[config.mk]
export PLATFORM = sky130hd
export DESIGN_NAME = vga_pattern_sequencer
export DESIGN_NICKNAME = d
export VERILOG_FILES = /design/src/rtl/vga_pattern_sequencer.sv
export SDC_FILE = /design/constraint.sdc
export NUM_CORES = 1
export LEC_CHECK = 0
export ABC_AREA = 0
export CAP_MARGIN = 20
export CORE_MARGIN = 4
export CORE_UTILIZATION = 55
export CTS_BUF_LIST = sky130_fd_sc_hd__clkbuf_4 sky130_fd_sc_hd__clkbuf_8 sky130_fd_sc_hd__clkbuf_16
export CTS_CLUSTER_SIZE = 16
export DETAILED_ROUTE_END_ITERATION = 8
export PLACE_DENSITY = 0.78
export REMOVE_ABC_BUFFERS = 1
export SYNTH_ARGS = -nofsm -noshare
export SYNTH_HDL_FRONTEND = slang
export SYNTH_SLANG_ARGS = --single-unit
[constraint.sdc]
create_clock -name clk -period 3.8 [get_ports clk]
set_input_delay 0.76 -clock clk [delete_from_list [all_inputs] [get_ports clk]]
set_output_delay 0.76 -clock clk [all_outputs]
set_load 0.02 [all_outputs]
[src/rtl/vga_pattern_sequencer.sv]
// Per-frame scroll and pattern sequencer for the VGA colour datapath.
// Register writes land in shadow copies and take effect only in the frame-boundary APPLY/STEP sequence.
module vga_pattern_sequencer #(
  parameter int H_WRAP    = 640,
  parameter int V_WRAP    = 480,
  parameter int DWELL_RST = 60
) (
  input  logic       clk,
  input  logic       rst_n,
  input  logic       vsync,
  input  logic       cfg_valid,
  output logic       cfg_ready,
  input  logic [1:0] cfg_addr,
  input  logic [7:0] cfg_data,
  output logic [9:0] scroll_x,
  output logic [9:0] scroll_y,
  output logic [1:0] pattern_sel,
  output logic [7:0] frame_count,
  output logic       frame_tick
);

  localparam logic [1:0] IDLE  = 2'd0;
  localparam logic [1:0] APPLY = 2'd1;
  localparam logic [1:0] STEP  = 2'd2;

  localparam logic [7:0]  DWELL_INIT = 8'(DWELL_RST);
  localparam logic [10:0] H_LIM      = 11'(H_WRAP);
  localparam logic [10:0] V_LIM      = 11'(V_WRAP);

  logic [1:0] state;
  logic       vsync_q;

  logic       sh_auto, sh_scroll, clr_pend;
  logic [1:0] sh_pat;
  logic [3:0] sh_dx, sh_dy;
  logic [7:0] sh_dwell;

  logic       act_auto, act_scroll, clr_cap;
  logic [1:0] act_pat;
  logic [3:0] act_dx, act_dy;
  logic [7:0] act_dwell;
  logic [7:0] dwell_cnt;

  logic        frame_start;
  logic [10:0] sum_x, sum_y, wrap_x, wrap_y;
  logic [7:0]  dwell_lim;

  assign cfg_ready   = (state == IDLE);
  assign frame_start = vsync & ~vsync_q;

  // Increments never exceed one modulus, so a single conditional subtract wraps them.
  assign sum_x  = {1'b0, scroll_x} + {7'd0, act_dx};
  assign sum_y  = {1'b0, scroll_y} + {7'd0, act_dy};
  assign wrap_x = (sum_x >= H_LIM) ? (sum_x - H_LIM) : sum_x;
  assign wrap_y = (sum_y >= V_LIM) ? (sum_y - V_LIM) : sum_y;

  // A dwell of zero behaves as one frame per pattern.
  assign dwell_lim = (act_dwell == 8'd0) ? 8'd0 : (act_dwell - 8'd1);

  always_ff @(posedge clk) begin
    if (!rst_n) begin
      state       <= IDLE;
      vsync_q     <= 1'b0;
      sh_auto     <= 1'b0;
      sh_scroll   <= 1'b0;
      sh_pat      <= 2'd0;
      sh_dx       <= 4'd0;
      sh_dy       <= 4'd0;
      sh_dwell    <= DWELL_INIT;
      clr_pend    <= 1'b0;
      act_auto    <= 1'b0;
      act_scroll  <= 1'b0;
      act_pat     <= 2'd0;
      act_dx      <= 4'd0;
      act_dy      <= 4'd0;
      act_dwell   <= DWELL_INIT;
      clr_cap     <= 1'b0;
      dwell_cnt   <= 8'd0;
      scroll_x    <= 10'd0;
      scroll_y    <= 10'd0;
      pattern_sel <= 2'd0;
      frame_count <= 8'd0;
      frame_tick  <= 1'b0;
    end else begin
      vsync_q    <= vsync;
      frame_tick <= 1'b0;
      case (state)
        IDLE: begin
          if (cfg_valid) begin
            case (cfg_addr)
              2'd0: begin
                sh_auto   <= cfg_data[0];
                sh_scroll <= cfg_data[1];
                sh_pat    <= cfg_data[3:2];
              end
              2'd1: begin
                sh_dx <= cfg_data[3:0];
                sh_dy <= cfg_data[7:4];
              end
              2'd2: sh_dwell <= cfg_data;
              default: begin
                if (cfg_data[0]) clr_pend <= 1'b1;
              end
            endcase
          end
          if (frame_start) state <= APPLY;
        end
        APPLY: begin
          act_auto   <= sh_auto;
          act_scroll <= sh_scroll;
          act_pat    <= sh_pat;
          act_dx     <= sh_dx;
          act_dy     <= sh_dy;
          act_dwell  <= sh_dwell;
          clr_cap    <= clr_pend;
          clr_pend   <= 1'b0;
          state      <= STEP;
        end
        STEP: begin
          if (clr_cap) begin
            scroll_x <= 10'd0;
            scroll_y <= 10'd0;
          end else if (act_scroll) begin
            scroll_x <= wrap_x[9:0];
            scroll_y <= wrap_y[9:0];
          end
          // Manual mode parks the dwell counter so auto cycling restarts cleanly.
          if (act_auto) begin
            if (dwell_cnt >= dwell_lim) begin
              pattern_sel <= pattern_sel + 2'd1;
              dwell_cnt   <= 8'd0;
            end else begin
              dwell_cnt <= dwell_cnt + 8'd1;
            end
          end else begin
            pattern_sel <= act_pat;
            dwell_cnt   <= 8'd0;
          end
          frame_count <= frame_count + 8'd1;
          frame_tick  <= 1'b1;
          state       <= IDLE;
        end
        default: state <= IDLE;
      endcase
    end
  end

endmodule

==> reports/summary.txt <==
quantity of I/O buffers inserted on ports = 45
max incr delay on CP = 0.44 ns
Worst IR Drop VDD = 0.225 mV
largest family of logic cells by synthesized area = simple AND/OR/NAND/NOR gates
count of max-cap constraint violations = 0
total number of H-tree levels = 3
number of hold violations in the final report = 0
fin crit share = 90.8%
ratio of cells with drive above 1 in the final layout = 6.95%
register bit count reported by yosys = 84
hold path depth = 1
Reg clk slew, reported paths = 0.09 ns
Reg power frac = 54.6%
area fraction in compound gates after synthesis = 18.5%
Area after DPL = 4780 sq um
proportion of synthesized area in mux cells = 4.30%
via count of the first global-routing pass = 3368
DR WL/cell = 14.5 microns
Routed Antenna Nets = 0
Adder-Cell Fraction of Synth Area = 7.12%
count of hold-fix buffers inserted at cts = 0
number of placed I/O pins = 46
horizontal extent of the die = 95.9 microns
Most Frequent Cell on Critical Path = sky130_fd_sc_hd__ha_1
simple-gate share of the synthesized area = 21.8%
Clock Path Buffers = 2
remaining design rule violation count = 0
Routed WL = 9.13 mm
ys async rst share = 0%
# fillers = 599
sink count of the clock tree = 84
Setup Buffers After CTS = 0
Setup Slack @ Placement = 0.379 ns
Max-slew headroom = 48.1%
largest net degree at the start of global routing = 27
DR WL met2 = 4.27 mm
NumNets Final = 564
total routed wire length on the met1 layer = 4.30 mm
final HPWL from detailed placement = 6.71 mm
combinational group share of total power = 5.6%
endpoint required time on the critical path = 4.08 ns
Sequential cell area = 1680 sq um
number of CTS-inserted buffers = 9
Worst Setup Path Type = reg2reg
utilization after layout = 67.6%
net load switching power = 408 uW
TritonCTS clock tree = built
detailed-routed wire length on met3 = 461 microns
post-layout minimum cycle time = 3.45 ns
biggest area contributors in the synthesized netlist = sky130_fd_sc_hd__dfxtp_1 (40%), sky130_fd_sc_hd__ha_1 (6.2%), sky130_fd_sc_hd__nand2_1 (4.9%), sky130_fd_sc_hd__nor2_1 (4.6%), sky130_fd_sc_hd__a21oi_1 (3.8%)
instance count of the mapped netlist = 484
Via Count = 3581
Placeable Area = 7370 sq um
area of the die = 9200 sq um
violation count after the first detailed-route iteration = 156
Cell Chain, Critical Path = ha_1, inv_1, fa_1, nor2b_4, o31a_4, nand2_1, xnor2_1, ha_1, and3b_1, o211a_1, a22o_2, a211oi_2, o31ai_4, a21o_2, a211oi_1, o21bai_1
Data arrival, critical path = 3.74 ns
setup repair after global routing missed its margin = false
post-synthesis sequential area ratio = 39.6%
drt via density = 5.68
highest routed layer = met4
prevailing post-synth register cell = sky130_fd_sc_hd__dfxtp_1
setup-violating endpoint count in the final report = 0
Final WS setup = 0.349 ns
clock latency reported for the late side of the worst-skew pair = 0.35 ns
multi-input gate area in the final layout = 2420 sq um
# rows = 31
master of the slowest instance on the critical path = sky130_fd_sc_hd__fa_1
Post-synth top cells = sky130_fd_sc_hd__dfxtp_1 (84), sky130_fd_sc_hd__nand2_1 (55), sky130_fd_sc_hd__nor2_1 (52), sky130_fd_sc_hd__a21oi_1 (32), sky130_fd_sc_hd__ha_1 (21)
clock share of power = 39.7%
RD Place Congestion = 0.878
switching share of power = 24.7%
diode insertion count for antenna repair = 0
global-route wire length before repair = 15.5 mm
launching element type of the critical path = register
Cell Area, Synth = 4250 sq um
Reg2Reg Depth = 16
First-pass DRT Iterations = 5
outcome = finished clean
number of distinct library cell variants in the gate-level netlist after synthesis = 63
Yosys top cell area share = 39.6%
GRT Util Overall = 21.2%
Setup Total Neg Slack = 0 ns
Post-Syn Area per Cell = 8.78 sq um
post-cts resize count = 0
cell-internal power = 1.25 mW
buffer cell driving the clock tree root = sky130_fd_sc_hd__clkbuf_8
count of warnings emitted by yosys = 0
post-route cell area = 4980 sq um
power density relative to cell area = 332 nW/um^2
chip height = 95.9 microns
top cell type by total area after synthesis = sky130_fd_sc_hd__dfxtp_1
Hold Path Class = reg2reg
number of pins with negative max-slew slack in the final report = 0
leakage power of the design = 1.94 nW
effective utilization at floorplan = 57.7%
grt total ovfl = 0
antenna violations before repair = 0
Area Growth Syn to Fin = 17.3%
Post-Synth XOR/XNOR Area = 5.36%
Min Hold Slack = 0.398 ns
maximum clock rate = 290 MHz
number of flops mapped to enable cells by yosys = 0
worst slew pin tran = 0.778 ns
highest net fanout along the worst path = 7
clk_skew = 0.0109 ns
most frequently used cell type in the post-synthesis netlist = sky130_fd_sc_hd__dfxtp_1
kind of capture point of the worst setup path = register
-- path summary, 6_finish.rpt --
path / startpoint / end / slack [ns]
hold / removal: vsync_q / state[0] / 0.40
hold reg to reg: vsync_q / state[0] / 0.40
setup / recovery: scroll_y[0] / scroll_y[7] / 0.35
setup reg to reg: scroll_y[0] / scroll_y[7] / 0.35
-- worst max-delay path: cells and delay by family (launching register included) --
| kind | cells | cell delay, ns |
|---|---|---|
| compound gates | 8 | 1.44 |
| fa+ha+maj | 3 | 0.90 |
| buf+inv | 1 | 0.06 |
| simple gates | 3 | 0.45 |
| flops | 1 | 0.36 |
| xor+xnor | 1 | 0.16 |
-- per-layer routing --
layer | vias to the layer above | global-route usage (%)
li1 | 1815 | -
met5 | - | 0
met1 | 1681 | 27.5
met2 | 76 | 35.5
met3 | 9 | 4.53
met4 | 0 | 6.28
-- sequential cells by signal (all words and copies together) (netlist names), 8 cells and up --
register	cells
scroll_y	10
frame_count	8
act_dwell	8
scroll_x	10
sh_dwell	8
dwell_cnt	8
-- area by class of cell --
cell class,instances,share of cell area [%]
Clock buffer,9,2.48
Clock inverter,7,1.63
Inverter,17,1.28
Multi-Input combinational cell,365,48.6
Sequential cell,84,33.7
Tap cell,99,2.48
Timing Repair Buffer,50,9.79
-- metrics by stage --
stage / power (mW) / cells
final: 1.65 / 631
after CTS: 1.67 / 631
after detailed placement: 1.02 / 615
after global routing: 1.71 / 631
after floorplan: 0.974 / 466
after global placement: 1.02 / 615
-- power groups by stage --
stage	clock, mW	sequential, mW	combinational (mW)
6_report	0.657	0.904	0.0934
3_3_place_gp	0	0.924	0.0921
4_1_cts	0.670	0.904	0.0943
2_1_floorplan	0	0.924	0.0501
3_5_place_dp	0	0.925	0.0937
5_1_grt	0.703	0.906	0.103
-- layout by cell type, fill, tap and decap left out, types with 5 or more instances in the layout --
cell type | netlist | routed
sky130_fd_sc_hd__nand3_1 | 15 | 15
sky130_fd_sc_hd__a21oi_1 | 32 | 32
sky130_fd_sc_hd__clkdlybuf4s50_1 | 0 | 45
sky130_fd_sc_hd__xnor2_1 | 9 | 9
sky130_fd_sc_hd__a22o_1 | 14 | 14
sky130_fd_sc_hd__nand2_1 | 55 | 55
sky130_fd_sc_hd__ha_1 | 21 | 21
sky130_fd_sc_hd__nor2_1 | 52 | 52
sky130_fd_sc_hd__nand4_1 | 8 | 8
sky130_fd_sc_hd__o21ai_0 | 14 | 13
sky130_fd_sc_hd__or3_1 | 6 | 6
sky130_fd_sc_hd__nor3_1 | 10 | 10
sky130_fd_sc_hd__buf_4 | 0 | 5
sky130_fd_sc_hd__mux2i_1 | 16 | 16
sky130_fd_sc_hd__clkbuf_8 | 0 | 9
sky130_fd_sc_hd__nor3b_1 | 6 | 6
sky130_fd_sc_hd__a21o_1 | 6 | 6
sky130_fd_sc_hd__o22a_1 | 5 | 5
sky130_fd_sc_hd__xor2_1 | 17 | 17
sky130_fd_sc_hd__inv_1 | 15 | 15
sky130_fd_sc_hd__nand2b_1 | 6 | 6
sky130_fd_sc_hd__dfxtp_1 | 84 | 84
-- kinds of logic after synthesis --
kind of cell / Yosys count
XOR/XNOR: 26
AO/OA/AOI/OAI: 109
adder cells (fa/ha/maj): 23
flip-flops: 84
multiplexers: 18
buffers and inverters: 35
AND/OR/NAND/NOR: 189
No activity file was read; power rests on OpenSTA's default activity.
